<file path="src/rtl/state_bank_scheduler_if.sv">
// User command handshake and state-bank access bus shared by the scheduler and its bank.
// master = scheduler side, slave = requester/bank side.
interface state_bank_scheduler_if #(
   parameter int BIT_ADDR = 3,
   parameter int BIT_DATO = 3
);
   logic                usr_req;
   logic [BIT_ADDR-1:0] usr_addr;
   logic                usr_dir;
   logic                usr_ack;
   logic [BIT_ADDR-1:0] state;
   logic                UpState;
   logic                DownState;
   logic [BIT_DATO-1:0] stateValue;

   modport master (
      input  usr_req, usr_addr, usr_dir, stateValue,
      output usr_ack, state, UpState, DownState
   );

   modport slave (
      output usr_req, usr_addr, usr_dir, stateValue,
      input  usr_ack, state, UpState, DownState
   );
endinterface

</file>
<file path="src/rtl/state_bank_scheduler.sv">
// Serialises user up/down commands and periodic decay sweeps onto one state bank; 4 cycles per command,
// usr_ack 3 cycles after grant; usr_req is held until usr_ack, decay waits while en=0.
module state_bank_scheduler #(
   parameter int BIT_ADDR = 3,
   parameter int BIT_DATO = 3,
   parameter int TICK_DIV = 50_000_000
) (
   input  logic                     clk,
   input  logic                     rst,
   input  logic                     en,
   state_bank_scheduler_if.master   bus,
   output logic [(2**BIT_ADDR)-1:0] alarm,
   output logic                     overrun,
   output logic                     busy
);
   localparam int NSLOT = 2**BIT_ADDR;
   localparam int TW    = (TICK_DIV > 2) ? $clog2(TICK_DIV) : 1;

   typedef enum logic [1:0] {S_IDLE, S_CMD, S_WAIT, S_CHECK} fsm_t;

   fsm_t                r_fsm;
   logic                r_src;
   logic                r_last_src;
   logic [TW-1:0]       r_tick;
   logic                r_decay_pend;
   logic [BIT_ADDR-1:0] r_decay_idx;
   logic [NSLOT-1:0]    r_alarm;
   logic                r_overrun;
   logic                r_ack;
   logic                r_up;
   logic                r_down;
   logic [BIT_ADDR-1:0] r_state;
   logic                r_busy;

   logic w_dec_req;
   logic w_usr_req;
   logic w_grant_dec;
   logic w_grant_usr;
   logic w_tc;

   // source bit: 1 = decay, 0 = user; on a tie the source not granted last wins
   assign w_dec_req   = r_decay_pend & en;
   assign w_usr_req   = bus.usr_req;
   assign w_grant_dec = w_dec_req & (~w_usr_req | ~r_last_src);
   assign w_grant_usr = w_usr_req & ~w_grant_dec;
   assign w_tc        = (r_tick == TW'(TICK_DIV - 1));

   always_ff @(posedge clk) begin
      if (rst) begin
         r_fsm        <= S_IDLE;
         r_src        <= 1'b0;
         r_last_src   <= 1'b1;
         r_tick       <= '0;
         r_decay_pend <= 1'b0;
         r_decay_idx  <= '0;
         r_alarm      <= '0;
         r_overrun    <= 1'b0;
         r_ack        <= 1'b0;
         r_up         <= 1'b0;
         r_down       <= 1'b0;
         r_state      <= '0;
         r_busy       <= 1'b0;
      end else begin
         r_ack  <= 1'b0;
         r_up   <= 1'b0;
         r_down <= 1'b0;

         case (r_fsm)
            S_IDLE: begin
               if (w_grant_usr || w_grant_dec) begin
                  r_src      <= w_grant_dec;
                  r_last_src <= w_grant_dec;
                  r_state    <= w_grant_dec ? r_decay_idx : bus.usr_addr;
                  r_up       <= w_grant_usr & bus.usr_dir;
                  r_down     <= w_grant_dec | ~bus.usr_dir;
                  r_busy     <= 1'b1;
                  r_fsm      <= S_CMD;
               end
            end
            S_CMD: r_fsm <= S_WAIT;
            S_WAIT: begin
               r_ack <= ~r_src;
               r_fsm <= S_CHECK;
            end
            S_CHECK: begin
               r_alarm[r_state] <= (bus.stateValue == '0);
               if (r_src) begin
                  if (r_decay_idx == BIT_ADDR'(NSLOT - 1))
                     r_decay_pend <= 1'b0;
                  else
                     r_decay_idx <= r_decay_idx + BIT_ADDR'(1);
               end
               r_state <= '0;
               r_busy  <= 1'b0;
               r_fsm   <= S_IDLE;
            end
            default: r_fsm <= S_IDLE;
         endcase

         // a tick landing on an unfinished sweep is dropped and flagged
         if (en) begin
            if (w_tc) begin
               r_tick <= '0;
               if (r_decay_pend) begin
                  r_overrun <= 1'b1;
               end else begin
                  r_decay_pend <= 1'b1;
                  r_decay_idx  <= '0;
               end
            end else begin
               r_tick <= r_tick + TW'(1);
            end
         end
      end
   end

   assign bus.usr_ack   = r_ack;
   assign bus.state     = r_state;
   assign bus.UpState   = r_up;
   assign bus.DownState = r_down;
   assign alarm         = r_alarm;
   assign overrun       = r_overrun;
   assign busy          = r_busy;
endmodule

</file>
<file path="src/flat_wrapper.sv">
// flat-port wrapper written by rule: the top's interface ports become plain ports
module state_bank_scheduler_flat 
#(
   parameter int BIT_ADDR = 3,
   parameter int BIT_DATO = 3,
   parameter int TICK_DIV = 50_000_000
)
  (clk, rst, en, alarm, overrun, busy, bus_usr_req, bus_usr_addr, bus_usr_dir, bus_stateValue, bus_usr_ack, bus_state, bus_UpState, bus_DownState);
  state_bank_scheduler_if #(.BIT_ADDR(BIT_ADDR), .BIT_DATO(BIT_DATO)) bus_i ();
  input  logic clk;
  input  logic rst;
  input  logic en;
  output logic [(2**BIT_ADDR)-1:0] alarm;
  output logic overrun;
  output logic busy;
  input wire logic [$bits(bus_i.usr_req)-1:0] bus_usr_req;
  input wire logic [$bits(bus_i.usr_addr)-1:0] bus_usr_addr;
  input wire logic [$bits(bus_i.usr_dir)-1:0] bus_usr_dir;
  input wire logic [$bits(bus_i.stateValue)-1:0] bus_stateValue;
  output wire logic [$bits(bus_i.usr_ack)-1:0] bus_usr_ack;
  output wire logic [$bits(bus_i.state)-1:0] bus_state;
  output wire logic [$bits(bus_i.UpState)-1:0] bus_UpState;
  output wire logic [$bits(bus_i.DownState)-1:0] bus_DownState;
  assign bus_i.usr_req = bus_usr_req;
  assign bus_i.usr_addr = bus_usr_addr;
  assign bus_i.usr_dir = bus_usr_dir;
  assign bus_i.stateValue = bus_stateValue;
  assign bus_usr_ack = bus_i.usr_ack;
  assign bus_state = bus_i.state;
  assign bus_UpState = bus_i.UpState;
  assign bus_DownState = bus_i.DownState;
  state_bank_scheduler #(.BIT_ADDR(BIT_ADDR), .BIT_DATO(BIT_DATO), .TICK_DIV(TICK_DIV)) u_core (.clk(clk), .rst(rst), .en(en), .bus(bus_i), .alarm(alarm), .overrun(overrun), .busy(busy));
endmodule
</file>
<file path="config.mk">
export PLATFORM = sky130hd
export DESIGN_NAME = state_bank_scheduler_flat
export DESIGN_NICKNAME = d
export VERILOG_FILES = /design/src/rtl/state_bank_scheduler_if.sv /design/src/rtl/state_bank_scheduler.sv /design/src/flat_wrapper.sv
export SDC_FILE = /design/constraint.sdc
export NUM_CORES = 1
export LEC_CHECK = 0
export BUFFER_PORTS_ARGS = -buffer_cell sky130_fd_sc_hd__buf_4
export CORE_ASPECT_RATIO = 1.4
export CORE_MARGIN = 1
export CORE_UTILIZATION = 40
export CTS_CLUSTER_DIAMETER = 50
export DETAILED_ROUTE_END_ITERATION = 8
export GPL_TIMING_DRIVEN = 0
export PLACE_DENSITY = 0.66
export SLEW_MARGIN = 25
export SYNTH_ARGS = -nofsm -noshare
export SYNTH_HDL_FRONTEND = slang
export SYNTH_SLANG_ARGS = --single-unit
</file>
<file path="constraint.sdc">
create_clock -name clk -period 4.76 [get_ports clk]
set_input_delay 0.238 -clock clk [delete_from_list [all_inputs] [get_ports clk]]
set_output_delay 0.238 -clock clk [all_outputs]
set_load 0.03 [all_outputs]
</file>
[Word level (Yosys, flattened, before mapping)]
Cells that the tools add are included.
Word-level totals
  flip-flop bits (word level): 50
  output and inout bits: 16
Cells by class
  bitwise logic cells: 14
  $add $sub $neg: 2
  $lt $le $gt $ge: 2
  multiplexer cells: 23
  reductions and logical operators: 10
  equality and inequality tests: 6
Operator list (number)
  $add A26 B1 Y26 const B: 1
  $eq A26 B26 Y1 const B: 1
  $mux W26: 1
  $mux W3: 8
  $bwmux W8: 1
  $mux W1: 8
  $not A1 Y1: 8
  $pmux W2 S4: 1
  $pmux W3 S2: 1
  $and A1 B1 Y1: 4
  $eq A2 B2 Y1 const B: 2
  $lt A3 B4 Y1 const B: 1
  $reduce_and A2 Y1: 2
  $add A3 B1 Y3 const B: 1
  $demux W1 S3: 1
  $eq A3 B3 Y1 const B: 1
  $ge A3 B1 Y1 const B: 1
  $logic_not A3 Y1: 1
  $reduce_and A3 Y1: 1
  $reduce_or A3 Y1: 1
  $eq A2 B1 Y1 const B: 1
  $logic_not A2 Y1: 1
  $mux W2: 1
  $ne A2 B1 Y1 const B: 1
  6 further kinds: 7

[Depth between registers and ports, before layout]
Gate-level depths: netlist (run 1).
  word-level depth: 8
  mapped depth: 7
  gate-level depth less buffers: 6

[Worst setup path after synthesis (run 1)]
No wires, ideal clock.
  kind: reg2reg
  start: reg u_core.r_tick[0]
  end: reg u_core.r_tick[20]
  clock period less this slack: 1854 ps
  cell stages (with the launch flop): 7
  arrival time: 1784 ps
  path slack: 2906 ps
  path through: dfxtp_1 -> ha_1 -> nand2_1 -> or4_4 -> buf_6 -> or3_1 -> a21oi_1
On the way
  longest elaborated chain between the ends: 2
  elaborated cells on any way between the ends: 3
  those cells by class: 1 x add/sub; 1 x eq/ne; 1 x mux
Ends and longest elaborated chain
  start: declaration: line state_bank_scheduler.sv:24  | logic [TW-1:0] r_tick;
  start signal: assignment: line state_bank_scheduler.sv:111  | r_tick <= r_tick + TW'(1);
  $add A26 B1 Y26 / $eq A26 B26 Y1 (equally long branches): line state_bank_scheduler.sv:111, state_bank_scheduler.sv:46
  $mux W26 (*): line state_bank_scheduler.sv:102  | if (w_tc) begin
Every way passes the cells marked *; elsewhere a longest branch is shown, timed or not.
A chain may end at the register's enable or synchronous reset.

[Final worst setup path (run 1)]
  start: reg u_core.r_tick[8]
  end: reg u_core.r_tick[9]
The elaborated chain is that of the path after synthesis.

==> flow_metrics.py, run 1 <==
metrics = {
    "synth": {
        "syn_area_sq_um": 2400,
        "synth_fa_ha_area_share_pct": 2.60,
        "synth_cells": 280,
        "synth-simple-area-share_pct": 29.7,
        "yosysSeqAreaShare_pct": 41.7,
        "synth.avg_cell_area_sq_um": 8.58,
        "synth_xor_area_share_pct": 3.28,
        "synth_top_family_by_area": "simple AND/OR/NAND/NOR gates",
        "async_reset_ff_share_pct": 0,
        "ys.warnings.count": 0,
        "synth-seq-cells": 50,
        "synth_enable_flop_cells": 0,
        "ys.flop_type": "dfxtp_1",
        "synth_compound_area_share_pct": 15.4,
        "synth.net_count": 296,
        "synth_cell_types": 48,
        "muxShareOfSynthArea_pct": 3.75,
    },
    "cts": {
        "cts_resized": 0,
        "numCtsBuffers": 5,
        "cts_buffer_depth": 2,
        "path_clk_slew_ns": 0.09,
        "htree_levels": 2,
        "postCtsSetupBuffers": 0,
        "cts_tree": "yes",
        "clk_latency_ns": 0.30,
        "clock_sinks": 50,
        "ctsHoldBuffers": 0,
        "cts-root-buf": "clkbuf_8",
    },
    "worst_setup_path": {
        "end_kind": "flop",
        "worst_setup_path_start_kind": "flop",
        "required_ns": 4.95,
        "worstSetupPathType": "reg2reg",
        "crit_arrival_ns": 2.45,
        "path_max_fanout": 10,
    },
    "timing": {
        "drv_slew": 0,
        "setup_violations": 0,
        "fin_crit_sh_pct": 47.5,
        "rsz0062_at_grt": "false",
        "period_needed_ns": 2.26,
        "slew_headroom_pct": 48.7,
        "fin_skew_ns": 0.00738,
        "whs_ns": 0.143,
        "hold_viol": 0,
        "fmax_mhz": 442,
        "tightest_slew_ns": 0.764,
        "fin_tns_setup_ns": 0,
    },
    "drt": {
        "detail_route.wl_per_cell_microns": 13.7,
        "vias": 2153,
        "drc": 0,
        "routed_wl_microns": 5240,
        "ant_nets": 0,
        "dr.pass1.iters": 6,
        "drt-vias-per-instance": 5.64,
        "drtIter0Drc": 77,
    },
    "placement": {
        "gp_congestion": 0.798,
        "port-buffer-count": 25,
        "placed_cell_area_sq_um": 2680,
        "dpl.hpwl_microns": 3840,
    },
    "cells_and_area": {
        "layout_commonest_cell": "dfxtp_1",
        "drive_gt1_share_pct": 15.1,
        "final_cell_mix": "dfxtp_1, buf_4, nand2_1, a21oi_1, nor2_1",
        "finalInstanceArea_sq_um": 2790,
        "fin_nets": 328,
        "nFillCells": 577,
        "final_core_util_pct": 47.9,
        "syn2layout_area_growth_pct": 16.1,
        "diodes": 0,
    },
    "global_route": {
        "grt_max_degree": 15,
        "grt_pass1_wl_microns": 8750,
        "antenna_found_initial": 0,
        "grt_usage_pct": 17.9,
        "grt_pass1_vias": 1996,
        "gr-total-overflow": 0,
    },
    "floorplanning": {
        "core-area_sq_um": 5820,
        "die_area_sq_um": 6320,
        "fp.dieH_microns": 93.7,
        "initial_utilization_pct": 41.3,
        "boundaryPins": 27,
        "die_x_microns": 67.5,
        "core.rowCount": 33,
    },
    "power": {
        "vdd_drop_max_v": 0.000146,
        "power_density_nw_per_um2": 339,
        "p_leak_nw": 1.00,
    },
    "job": {
        "maxCapViolCount": 0,
    },
    "hold_path": {
        "worstHoldPathType": "in2reg",
    },
    "run_status": {
        "status": "finished, final reports clean",
    },
}
[sequential cells by signal, indices dropped and copies added, names as in the netlist]
| signal | count |
|---|---|
| u_core.r_tick | 26 |
| u_core.bus.state | 3 |
| u_core.bus.DownState | 1 |
| u_core.r_decay_idx | 3 |
| u_core.overrun | 1 |
| u_core.r_fsm | 2 |
| u_core.r_src | 1 |
| u_core.bus.usr_ack | 1 |
| u_core.r_last_src | 1 |
| u_core.busy | 1 |
| u_core.bus.UpState | 1 |
| u_core.alarm | 8 |
| u_core.r_decay_pend | 1 |
[synthesized netlist by cell type (all sizes together) (3+ instances only)]
cell,number,area [sq um]
a21boi,3,22.5
a21oi,25,125
and3,5,32.5
and4,4,36.3
buf,3,23.8
clkbuf,10,37.5
dfxtp,50,1000
ha,5,62.6
inv,7,26.3
mux2i,9,90.1
nand2,25,93.8
nand2b,4,25.0
nand3,14,75.1
nand4,8,65.1
nor2,24,90.1
nor3,10,50.1
nor3b,4,30.0
nor4,4,25.0
o21ai,13,65.1
o31ai,7,57.6
or3,7,46.3
or4,10,83.8
xnor2,4,35.0
xor2,5,43.8
[stage by stage]
stage / std cells / setup WS, ns / power [mW]
floorplan: 280 / 2.91 / 0.597
global placement: 375 / 2.51 / 0.650
detailed placement: 375 / 2.49 / 0.652
CTS: 382 / 2.48 / 0.955
global route: 382 / 2.32 / 0.997
finish: 382 / 2.50 / 0.947
[metal layers]
metal  wire [microns]  vias up  GRT usage, %
li1                 -     1088             -
met1             2250     1019          19.9
met2             2730       40          32.3
met3              183        6          3.40
met4               73        0          6.74
met5                0        -             0
[worst max-delay path: stages, from the launching register on]
cell and delay (ns):
dfxtp_1 0.36, nor4_1 0.33, nand4_1 0.41, o31ai_2 0.65, buf_2 0.33, nor2_1 0.08
[logic make-up (layout without fill, tap and decap cells)]
kind of cell / Yosys count / count (layout)
AO/OA/AOI/OAI: 60 / 60
XOR/XNOR: 9 / 9
adder cells (fa/ha/maj): 5 / 5
buffers and inverters: 20 / 52
flip-flops: 50 / 50
multiplexers: 9 / 9
AND/OR/NAND/NOR: 127 / 127
[area by class of cell]
class	count	area [sq um]	area share (%)
plain buffers	13	61.3	2.20
clock buffers	6	82.6	2.96
clock inverters	1	30.0	1.08
inverters	7	26.3	0.942
multi-input cells	210	1310	47.1
flip-flops and latches	50	1000	35.9
well taps	70	87.6	3.14
repair buffers	25	188	6.73
[report_power, final]
group / total (mW) / internal, mW / switching (mW)
Sequential: 0.459 / 0.442 / 0.0170
Combinational: 0.182 / 0.0653 / 0.117
Clock: 0.306 / 0.168 / 0.137
Total: 0.947 / 0.676 / 0.271
[path summary, 6_finish.rpt]
kind,startpoint,end,slack (ns),depth (start not counted)
setup reg to reg,u_core.r_tick[8]$_SDFFE_PP0P_,u_core.r_tick[9]$_SDFFE_PP0P_,2.50,5
setup / recovery,u_core.r_tick[8]$_SDFFE_PP0P_,u_core.r_tick[9]$_SDFFE_PP0P_,2.50,5
hold / removal,rst,u_core.bus.UpState$_SDFF_PP0_,0.14,2
hold reg to reg,u_core.r_tick[23]$_SDFFE_PP0P_,u_core.r_tick[23]$_SDFFE_PP0P_,0.49,2
(Power assumes the default switching activity.)
==> run 2, diff against run 1 <==
Settings changed: ABC_AREA set to 1, PLACE_DENSITY 0.66 to 0.68.
Clock period 4.76 ns to 2.05 ns, I/O delays scaled along.
==> run 2 against run 1 <==
  * Power increased by 130%
  * Synthesized cell count increased by 32%
  * Synthesized area increased by 8.3%
  * Clock power increased by 130%
  * Cell count increased by 24%
  * Maximum frequency increased by 45%
  * Global-route usage decreased by 0.36 points
  * Worst hold slack got worse by 0.063 ns
  * Final area increased by 7.6%
  * Worst setup slack got worse by 2.0 ns
  * Critical endpoint is now u_core.r_tick[14]$_SDFFE_PP0P_
  * Largest cell class unchanged
==> flow_metrics.py, run 2 <==
metrics = {
    "run_status": {
        "status": "finished, final reports clean",
    },
    "synth": {
        "synth_most_common_cell": "nand2_1",
        "ys_top_cells_by_count": "nand2_1, nor2_1, dfxtp_1",
        "yosysTopAreaCell": "dfxtp_1",
        "synth_enable_flop_cells": 0,
        "ys_top_cells_by_area": "dfxtp_1, nand2_1, nor2_1, inv_1, nand3_1",
        "synth.net_count": 385,
        "synth.avg_cell_area_sq_um": 7.05,
        "async_reset_ff_share_pct": 0,
        "yosysTopAreaCellShare_pct": 38.5,
        "yosysSeqAreaShare_pct": 38.5,
        "synth_cells": 369,
        "synth-seq-cells": 50,
        "syn_area_sq_um": 2600,
        "ys.flop_type": "dfxtp_1",
        "ys.warnings.count": 0,
        "synth_cell_types": 35,
    },
    "worst_setup_path": {
        "crit_chain": "ha_1, nand2_1, nor2_2, nand2_2, nor2_4, nand2_1, xor2_1, nor2_2",
        "worst_setup_path_start_kind": "flop",
        "crit_family": "simple AND/OR/NAND/NOR gates",
        "worstSetupPathType": "reg2reg",
        "path_max_fanout": 4,
        "cpPeakStageDelay_ns": 0.39,
        "crit_slowest_cell": "dfxtp_1",
        "end_kind": "flop",
        "path_buf_inv": 0,
        "crit_arrival_ns": 1.75,
        "required_ns": 2.25,
    },
    "drt": {
        "top_layer_used": "met4",
        "wl_met1_microns": 2390,
        "detail_route.wl_per_cell_microns": 11.7,
        "dr.pass1.iters": 4,
        "wl_met2_microns": 2930,
        "vias": 2298,
        "ant_nets": 0,
        "drc": 0,
        "dr_wl_met3_microns": 108,
        "drtIter0Drc": 85,
        "routed_wl_microns": 5550,
        "drt-vias-per-instance": 4.85,
    },
    "hold_path": {
        "worstHoldPathType": "in2reg",
    },
    "timing": {
        "drv_slew": 0,
        "fin_crit_sh_pct": 75.9,
        "tightest_slew_ns": 0.516,
        "fmax_mhz": 643,
        "period_needed_ns": 1.56,
        "hold_viol": 0,
        "whs_ns": 0.0796,
        "setup_ws_ns": 0.494,
        "slew_headroom_pct": 65.6,
        "setup_violations": 0,
        "fin_skew_ns": 0.00621,
        "rsz0062_at_grt": "false",
        "fin_tns_setup_ns": 0,
    },
    "global_route": {
        "grt_max_degree": 15,
        "grt_usage_pct": 17.5,
        "antenna_found_initial": 0,
        "grt_pass1_vias": 2182,
        "gr-total-overflow": 0,
        "grt_pass1_wl_microns": 9710,
    },
    "floorplanning": {
        "die_x_microns": 70.2,
        "die_area_sq_um": 6840,
        "core-area_sq_um": 6250,
        "core.rowCount": 34,
        "initial_utilization_pct": 41.6,
        "fp.dieH_microns": 97.4,
        "boundaryPins": 27,
    },
    "cts": {
        "cts_buffer_depth": 2,
        "numCtsBuffers": 5,
        "cts_tree": "yes",
        "cts-root-buf": "clkbuf_8",
        "clk_latency_ns": 0.30,
        "clock_sinks": 50,
        "htree_levels": 2,
        "path_clk_slew_ns": 0.09,
    },
    "power": {
        "p_total_mw": 2.19,
        "vdd_drop_max_v": 0.000669,
        "power_density_nw_per_um2": 730,
        "p_leak_nw": 1.17,
    },
    "job": {
        "maxCapViolCount": 0,
    },
    "cells_and_area": {
        "nFillCells": 613,
        "fin_nets": 418,
        "largest_register_ff_count": 26,
        "diodes": 0,
        "final_core_util_pct": 48.0,
        "drive_gt1_share_pct": 19.4,
        "layout_commonest_cell": "nand2_1",
        "syn2layout_area_growth_pct": 15.4,
        "top_register": "u_core.r_tick",
        "final_cell_mix": "nand2_1, nor2_1, dfxtp_1",
    },
    "placement": {
        "dpl.hpwl_microns": 4280,
        "gp_congestion": 0.861,
        "dp_worst_setup_slack_ns": 0.514,
        "port-buffer-count": 25,
    },
}
==> run 2: what timing repair did <==
action	4_1_cts	5_1_grt
endpoints found under the setup margin	0	0
resized for setup	0	0
setup buffers	0	0
endpoints found under the hold margin	1	0
hold buffers	1	0
==> run 2: worst paths after layout <==
kind	from	endpoint	slack (ns)	cells past startpoint
worst min-delay path	bus_usr_req	u_core.bus.UpState$_SDFF_PP0_	0.08	3
worst min register to register	u_core.overrun$_SDFFE_PP0P_	u_core.overrun$_SDFFE_PP0P_	0.46	2
worst max-delay path	u_core.r_tick[0]$_SDFFE_PP0P_	u_core.r_tick[14]$_SDFFE_PP0P_	0.49	8
worst max register to register	u_core.r_tick[0]$_SDFFE_PP0P_	u_core.r_tick[14]$_SDFFE_PP0P_	0.49	8
==> run 2: cells by family after synthesis <==
group,after synthesis,share of synthesized area (%)
and+or+nand+nor,209,38.5
buffers and inverters,52,7.93
AOI/OAI and AO/OA,41,8.65
xor gates and xnor gates,11,3.70
adders and majority gates,5,2.40
DFF,50,38.5
muxes,1,0.385
==> run 2: power breakdown <==
part	internal (mW)	total (mW)	switching, mW
registers	1.03	1.08	0.0482
clock network	0.391	0.710	0.320
logic	0.149	0.404	0.255
total	1.57	2.19	0.623
==> run 2: stage by stage <==
step | instance area (sq um) | instances
2_1_floorplan | 2600 | 369
3_3_place_gp | 2880 | 466
3_5_place_dp | 2880 | 466
4_1_cts | 3000 | 474
5_1_grt | 3000 | 474
6_report | 3000 | 474
==> run 2: area by class of cell <==
cell class,instances,area [sq um],share of cell area [%]
multi-input cells,267,1400,46.5
flip-flops and latches,50,1000,33.3
repair buffers,26,198,6.58
inverters,47,176,5.87
well taps,72,90.1,3.00
clock buffers,6,82.6,2.75
clock inverters,1,30.0,1.00
plain buffers,5,30.0,1.00
==> run 2: per-layer routing <==
metal / track usage, % / vias up
met4: 6.92 / 0
met2: 32.5 / 27
met3: 2.28 / 9
li1: - / 1222
met5: 0 / -
met1: 19.9 / 1040
==> run 2: worst min-delay path: cells and delay by family <==
kind	cells	cell delay, ns
and+or+nand+nor	2	0.11
buffers and inverters	1	0.13
